<file path="config.mk">
export PLATFORM = sky130hd
export DESIGN_NAME = inv_mix_columns_seq
export DESIGN_NICKNAME = d
export VERILOG_FILES = /design/src/rtl/inv_mix_columns_seq.sv
export SDC_FILE = /design/constraint.sdc
export NUM_CORES = 1
export LEC_CHECK = 0
export CORE_AREA = 2 2 242 244
export CTS_CLUSTER_SIZE = 25
export DETAILED_ROUTE_END_ITERATION = 6
export DIE_AREA = 0 0 244 246
export DONT_BUFFER_PORTS = 1
export HOLD_SLACK_MARGIN = 0.1
export SYNTH_ARGS = -nofsm -noshare
export SYNTH_HDL_FRONTEND = slang
export SYNTH_SLANG_ARGS = --single-unit
export TNS_END_PERCENT = 100
</file>
<file path="constraint.sdc">
create_clock -name clk -period 2.7 [get_ports clk]
set_clock_uncertainty 0.15 [all_clocks]
set_input_delay 0.81 -clock clk [delete_from_list [all_inputs] [get_ports clk]]
set_output_delay 0.81 -clock clk [all_outputs]
set_load 0.02 [all_outputs]
</file>
<file path="src/rtl/inv_mix_columns_seq.sv">
// inv_mix_columns_seq
// Column-serial AES-128 InvMixColumns stage for the decryption datapath.
// A 128-bit state is latched on the input handshake and transformed in place
// COLS_PER_CYCLE columns per clock. The finished block is presented on a
// registered valid/ready output. The output handshake and the next input
// handshake may complete on the same edge, so a held-ready consumer sees one
// block every 4/COLS_PER_CYCLE+1 cycles.
// Byte layout: column c occupies bits [127-32c -: 32], and row 0 is the MSB
// byte of each column.
module inv_mix_columns_seq #(
    parameter int COLS_PER_CYCLE = 1
) (
    input  logic         clk,
    input  logic         rst_n,
    input  logic [127:0] IN_DATA,
    input  logic         IN_VALID,
    output logic         IN_READY,
    output logic [127:0] OUT_DATA,
    output logic         OUT_VALID,
    input  logic         OUT_READY
);

    // Only 1, 2 or 4 columns per cycle divide the 4-column state evenly.
    generate
        if (!((COLS_PER_CYCLE == 1) || (COLS_PER_CYCLE == 2) || (COLS_PER_CYCLE == 4))) begin : g_bad_cols
            $error("inv_mix_columns_seq: COLS_PER_CYCLE must be 1, 2 or 4");
        end
    endgenerate

    // The counter value of the final column group, and the per-cycle counter step.
    // For the 4-column case the step is never used, because every cycle is the final group.
    localparam logic [1:0] LAST_CNT = 2'(4 - COLS_PER_CYCLE);
    localparam logic [1:0] CNT_STEP = 2'(COLS_PER_CYCLE % 4);

    typedef enum logic [1:0] {
        IDLE = 2'd0,
        BUSY = 2'd1,
        DONE = 2'd2
    } state_t;

    state_t       state_r;
    logic [1:0]   col_cnt_r;
    logic [127:0] work_r;
    logic [127:0] out_data_r;
    logic         out_valid_r;

    logic [127:0] work_next_s;
    logic         last_group_s;
    logic         in_ready_s;

    // GF(2^8) doubling modulo x^8+x^4+x^3+x+1.
    function automatic logic [7:0] xtime(input logic [7:0] v);
        xtime = {v[6:0], 1'b0} ^ (v[7] ? 8'h1b : 8'h00);
    endfunction

    // Multiply by 0x09 = x^3 + 1.
    function automatic logic [7:0] gmul9(input logic [7:0] v);
        logic [7:0] x2;
        logic [7:0] x4;
        logic [7:0] x8;
        x2 = xtime(v);
        x4 = xtime(x2);
        x8 = xtime(x4);
        gmul9 = x8 ^ v;
    endfunction

    // Multiply by 0x0b = x^3 + x + 1.
    function automatic logic [7:0] gmul11(input logic [7:0] v);
        logic [7:0] x2;
        logic [7:0] x4;
        logic [7:0] x8;
        x2 = xtime(v);
        x4 = xtime(x2);
        x8 = xtime(x4);
        gmul11 = x8 ^ x2 ^ v;
    endfunction

    // Multiply by 0x0d = x^3 + x^2 + 1.
    function automatic logic [7:0] gmul13(input logic [7:0] v);
        logic [7:0] x2;
        logic [7:0] x4;
        logic [7:0] x8;
        x2 = xtime(v);
        x4 = xtime(x2);
        x8 = xtime(x4);
        gmul13 = x8 ^ x4 ^ v;
    endfunction

    // Multiply by 0x0e = x^3 + x^2 + x.
    function automatic logic [7:0] gmul14(input logic [7:0] v);
        logic [7:0] x2;
        logic [7:0] x4;
        logic [7:0] x8;
        x2 = xtime(v);
        x4 = xtime(x2);
        x8 = xtime(x4);
        gmul14 = x8 ^ x4 ^ x2;
    endfunction

    // InvMixColumns on one 32-bit column, with row 0 in the MSB byte.
    function automatic logic [31:0] inv_mix_col(input logic [31:0] col);
        logic [7:0] a0;
        logic [7:0] a1;
        logic [7:0] a2;
        logic [7:0] a3;
        logic [7:0] b0;
        logic [7:0] b1;
        logic [7:0] b2;
        logic [7:0] b3;
        a0 = col[31:24];
        a1 = col[23:16];
        a2 = col[15:8];
        a3 = col[7:0];
        b0 = gmul14(a0) ^ gmul11(a1) ^ gmul13(a2) ^ gmul9(a3);
        b1 = gmul9(a0)  ^ gmul14(a1) ^ gmul11(a2) ^ gmul13(a3);
        b2 = gmul13(a0) ^ gmul9(a1)  ^ gmul14(a2) ^ gmul11(a3);
        b3 = gmul11(a0) ^ gmul13(a1) ^ gmul9(a2)  ^ gmul14(a3);
        inv_mix_col = {b0, b1, b2, b3};
    endfunction

    // Next working register: transform the current column group and keep the other columns.
    always_comb begin
        work_next_s = work_r;
        for (int c = 0; c < 4; c++) begin
            if ((c >= int'(col_cnt_r)) && (c < (int'(col_cnt_r) + COLS_PER_CYCLE))) begin
                work_next_s[127-32*c -: 32] = inv_mix_col(work_r[127-32*c -: 32]);
            end else begin
                work_next_s[127-32*c -: 32] = work_r[127-32*c -: 32];
            end
        end
    end

    // The final column group is being transformed this cycle.
    assign last_group_s = (col_cnt_r == LAST_CNT);

    // Accept new input when idle, or when the finished block leaves on this same edge.
    assign in_ready_s = (state_r == IDLE) || ((state_r == DONE) && OUT_READY);

    // Control FSM, working register and registered output stage.
    always_ff @(posedge clk or negedge rst_n) begin
        if (!rst_n) begin
            state_r     <= IDLE;
            col_cnt_r   <= 2'd0;
            work_r      <= 128'd0;
            out_data_r  <= 128'd0;
            out_valid_r <= 1'b0;
        end else begin
            case (state_r)
                IDLE: begin
                    if (IN_VALID) begin
                        work_r    <= IN_DATA;
                        col_cnt_r <= 2'd0;
                        state_r   <= BUSY;
                    end else begin
                        state_r   <= IDLE;
                    end
                end
                BUSY: begin
                    work_r <= work_next_s;
                    if (last_group_s) begin
                        out_data_r  <= work_next_s;
                        out_valid_r <= 1'b1;
                        col_cnt_r   <= 2'd0;
                        state_r     <= DONE;
                    end else begin
                        col_cnt_r   <= col_cnt_r + CNT_STEP;
                        state_r     <= BUSY;
                    end
                end
                DONE: begin
                    if (OUT_READY) begin
                        out_valid_r <= 1'b0;
                        if (IN_VALID) begin
                            work_r    <= IN_DATA;
                            col_cnt_r <= 2'd0;
                            state_r   <= BUSY;
                        end else begin
                            state_r   <= IDLE;
                        end
                    end else begin
                        state_r <= DONE;
                    end
                end
                default: begin
                    out_valid_r <= 1'b0;
                    col_cnt_r   <= 2'd0;
                    state_r     <= IDLE;
                end
            endcase
        end
    end

    assign IN_READY  = in_ready_s;
    assign OUT_DATA  = out_data_r;
    assign OUT_VALID = out_valid_r;

endmodule

</file>
==> metrics.md, run 1 <==
| Metric | Value |
|---|---|
| Layout net count | `2,106` |
| CP delay by family, top | `XOR/XNOR gates` |
| DRT antenna net count | `0` |
| Clk slew on worst S/H paths | `0.07 ns` |
| Hold Violations, Final | `261` |
| RSZ-0062 raised after global routing | `no` |
| Clk Latency, worst-skew pair | `0.60 ns` |
| Worst slew pin tran | `0.783 ns` |
| Crit Path Max Fanout | `5` |
| Mux cell area share after synthesis | `0.0261` |
| Worst endpoint data arrival time | `2.94 ns` |
| Max Fclk | `381 MHz` |
| Die width | `244 um` |
| Max-slew violations | `0` |
| Row count | `88` |
| Top cells by count, synth | `xnor2_1 (506), dfrtp_1 (261), o21ai_0 (156), xor2_1 (126), nand2_1 (124)` |
| Cell count after synthesis | `1,927` |
| Critical-path cell list | `xnor3_2 > xor2_1 > xor3_1 > xor2_1 > nor2_1 > o22a_1` |
| Via/cell ratio | `5.17` |
| CTS Buffer Depth | `3` |
| Netlist cell types | `43` |
| Ys Warns | `0` |
| P&R area growth vs syn | `14.2%` |
| Root buffer cell | `clkbuf_16` |
| Max-cap violations | `0` |
| DR vias | `14,300` |
| Synth area leader | `dfrtp_1` |
| Synth Flop Type | `dfrtp_1` |
| Global-route wire length before repair | `98.6 mm` |
| Core area | `57,400 um2` |
| TritonCTS Sinks | `261` |
| Final setup violation count | `0` |
| CP Launch Type | `flop` |
| Synth Area in Compound Gates | `0.129` |
| GPL Wtd Cong | `0.954` |
| Cts bufs inserted | `31` |
| Htree depth | `1` |
| Hpwl dp | `50.1 mm` |
| Multi-input gate area | `12,700 um2` |
| Routed wire length per instance | `23.8 um` |
| Ys async rst share | `1.00` |
| Chip height | `246 um` |
| Origin of the critical flop-to-flop path | `work_r[88]` |
| Worst slew margin | `0.474` |
| Total gr overflow | `0` |
| Synth Net Count | `2,063` |
| Critical R2R Capture | `OUT_DATA[75]` |
| Die area | `60,000 um2` |
| Fillers | `5,558` |
| CP Capture Type | `flop` |
| Final min period | `2.62 ns` |
| R2R depth | `6` |
| Ports | `262` |
| Yosys top cell area share | `0.327` |
| Hold Path Class | `in2async` |
| Buf/Inv on CP | `0` |
| FF-to-FF setup slack | `0.08 ns` |
| Final Cycle Share | `0.971` |
| Initial antenna violation count | `8` |
| Largest stage delay, worst path | `0.55 ns` |
| WL final | `65.8 mm` |
| FF+latch count, synth | `261` |
| Tot GR Track Use | `0.217` |
| Post-synthesis adder-cell area fraction | `0.00251` |
| Drt first pass iters | `5` |
| Status | `finished with violations` |
| Sequential area share after synthesis | `0.327` |
| Vias in the first global route | `14,900` |
| Layout cells sized above 1 | `0.149` |
| DRC viols | `0` |
| Syn avg cell area | `10.3 um2` |
| Initial core utilization | `0.348` |
| Post-synth EDFFs | `0` |
| Initial DRC count | `907` |
| Min Hold Slack | `-0.212 ns` |
| Failing checks | `negative hold slack` |
| Largest net degree at the start of global routing | `262` |
| Largest family of logic cells by synthesized area | `XOR/XNOR gates` |
| XOR/XNOR Fraction of Synth Area | `0.429` |
| Slowest CP cell | `xor3_1` |
| Top cells by area, synth | `dfrtp_1 (33%), xnor2_1 (22%), xnor3_1 (11%)` |
| IO Port Bufs | `0` |
| Crit path top cell by count | `xor2_1` |
| TritonCTS clock tree | `yes` |
| Required time worst endpoint | `3.02 ns` |
| Netlist Area Pre-Place | `19,900 um2` |
| FF/Latch Area | `6540 um2` |
| Crit Path Category | `reg2reg` |
| Count leader, synth | `xnor2_1` |
| Post-Synth Simple-Gate Area | `0.0447` |
## routing by layer
| layer | GRT usage | share of wire | wire, um |
|---|---|---|---|
| met1 | 0.279 | 0.42 | 27300 |
| met2 | 0.357 | 0.48 | 31500 |
| met3 | 0.0521 | 0.075 | 4920 |
| met4 | 0.0741 | 0.030 | 1990 |
| met5 | 0 | 0.00075 | 49 |
## flip-flops by register name, summed over array words and instances, names as in the netlist
signal and cells:
OUT_VALID 1, OUT_DATA 128, state_r 2, work_r 128, col_cnt_r 2
## kinds of logic after synthesis
| group | after synthesis |
|---|---|
| xor gates and xnor gates | 767 |
| AOI/OAI and AO/OA | 432 |
| DFF | 261 |
| and+or+nand+nor | 222 |
| buffers and inverters | 191 |
| muxes | 50 |
| adders and majority gates | 4 |
## worst max-delay path by stage
| stage | cells after the start | endpoint | start |
|---|---|---|---|
| final | 6 | OUT_DATA[75] | work_r[88] |
| after global routing | 7 | OUT_DATA[4] | work_r[12] |
| after CTS | 7 | OUT_DATA[37] | work_r[55] |
| after detailed placement | 7 | OUT_DATA[37] | work_r[55] |
| after global placement | 6 | OUT_DATA[37] | work_r[47] |
| after floorplan | 8 | work_r[99] | OUT_READY |
## area by class of cell
cell class,instances,share of cell area
timing repair buffer,191,0.0657
clock buffer,42,0.0390
antenna,5,0.000549
multi-input combinational,1475,0.557
tap,765,0.0420
inverter,10,0.00165
clock inverter,14,0.00698
sequential,261,0.287
## through the flow
step / cell area, um2 / setup TNS [ns] / instances / util / worst slack (ns)
global placement: 21600 / -0.0394 / 2700 / 0.377 / -0.0394
detailed placement: 21600 / -0.0687 / 2700 / 0.377 / -0.0687
floorplan: 19900 / 0 / 1927 / - / 0.107
finish: 22800 / 0 / 2763 / 0.397 / 0.0778
global route: 22800 / 0 / 2762 / 0.397 / 0.00662
CTS: 22700 / 0 / 2757 / 0.396 / 0.00935
## repair_timing
item / 4_1_cts / 5_1_grt
endpoints found under the setup margin: 1 / 10
gates resized for setup: 3 / 11
setup buffers: 1 / 1
endpoints found under the hold margin: 261 / 261
pin swaps: 1 / 0
## cell usage in the layout (no fill, tap or decap), types with 7 or more instances in the layout
master / instances
xnor2_1: 503
dfrtp_1: 255
buf_4: 186
o21ai_0: 153
xor2_1: 125
nand2_1: 123
a21oi_1: 107
xnor3_1: 100
a22oi_1: 88
nor2_1: 76
mux2i_1: 34
clkbuf_16: 31
o22ai_1: 29
a21o_1: 19
xor3_1: 17
mux2_2: 16
o22a_1: 14
inv_1: 10
xnor2_2: 8
clkbuf_8: 7
Power of run 1 is not shown: default switching activity piles up to over one toggle a cycle in this logic, so the estimate is an artifact.
==> run 2: changes to the inputs <==
--- a/config.mk
+++ b/config.mk
@@ -5,6 +5,7 @@
 export SDC_FILE = /design/constraint.sdc
 export NUM_CORES = 1
 export LEC_CHECK = 0
+export CAP_MARGIN = 20
 export CORE_AREA = 2 2 242 244
 export CTS_CLUSTER_SIZE = 25
 export DETAILED_ROUTE_END_ITERATION = 6
==> results of run 2 <==
Same layout as run 1: the final DEF is identical, and so are final timing and power.
Power of run 2 is left out for the same reason.
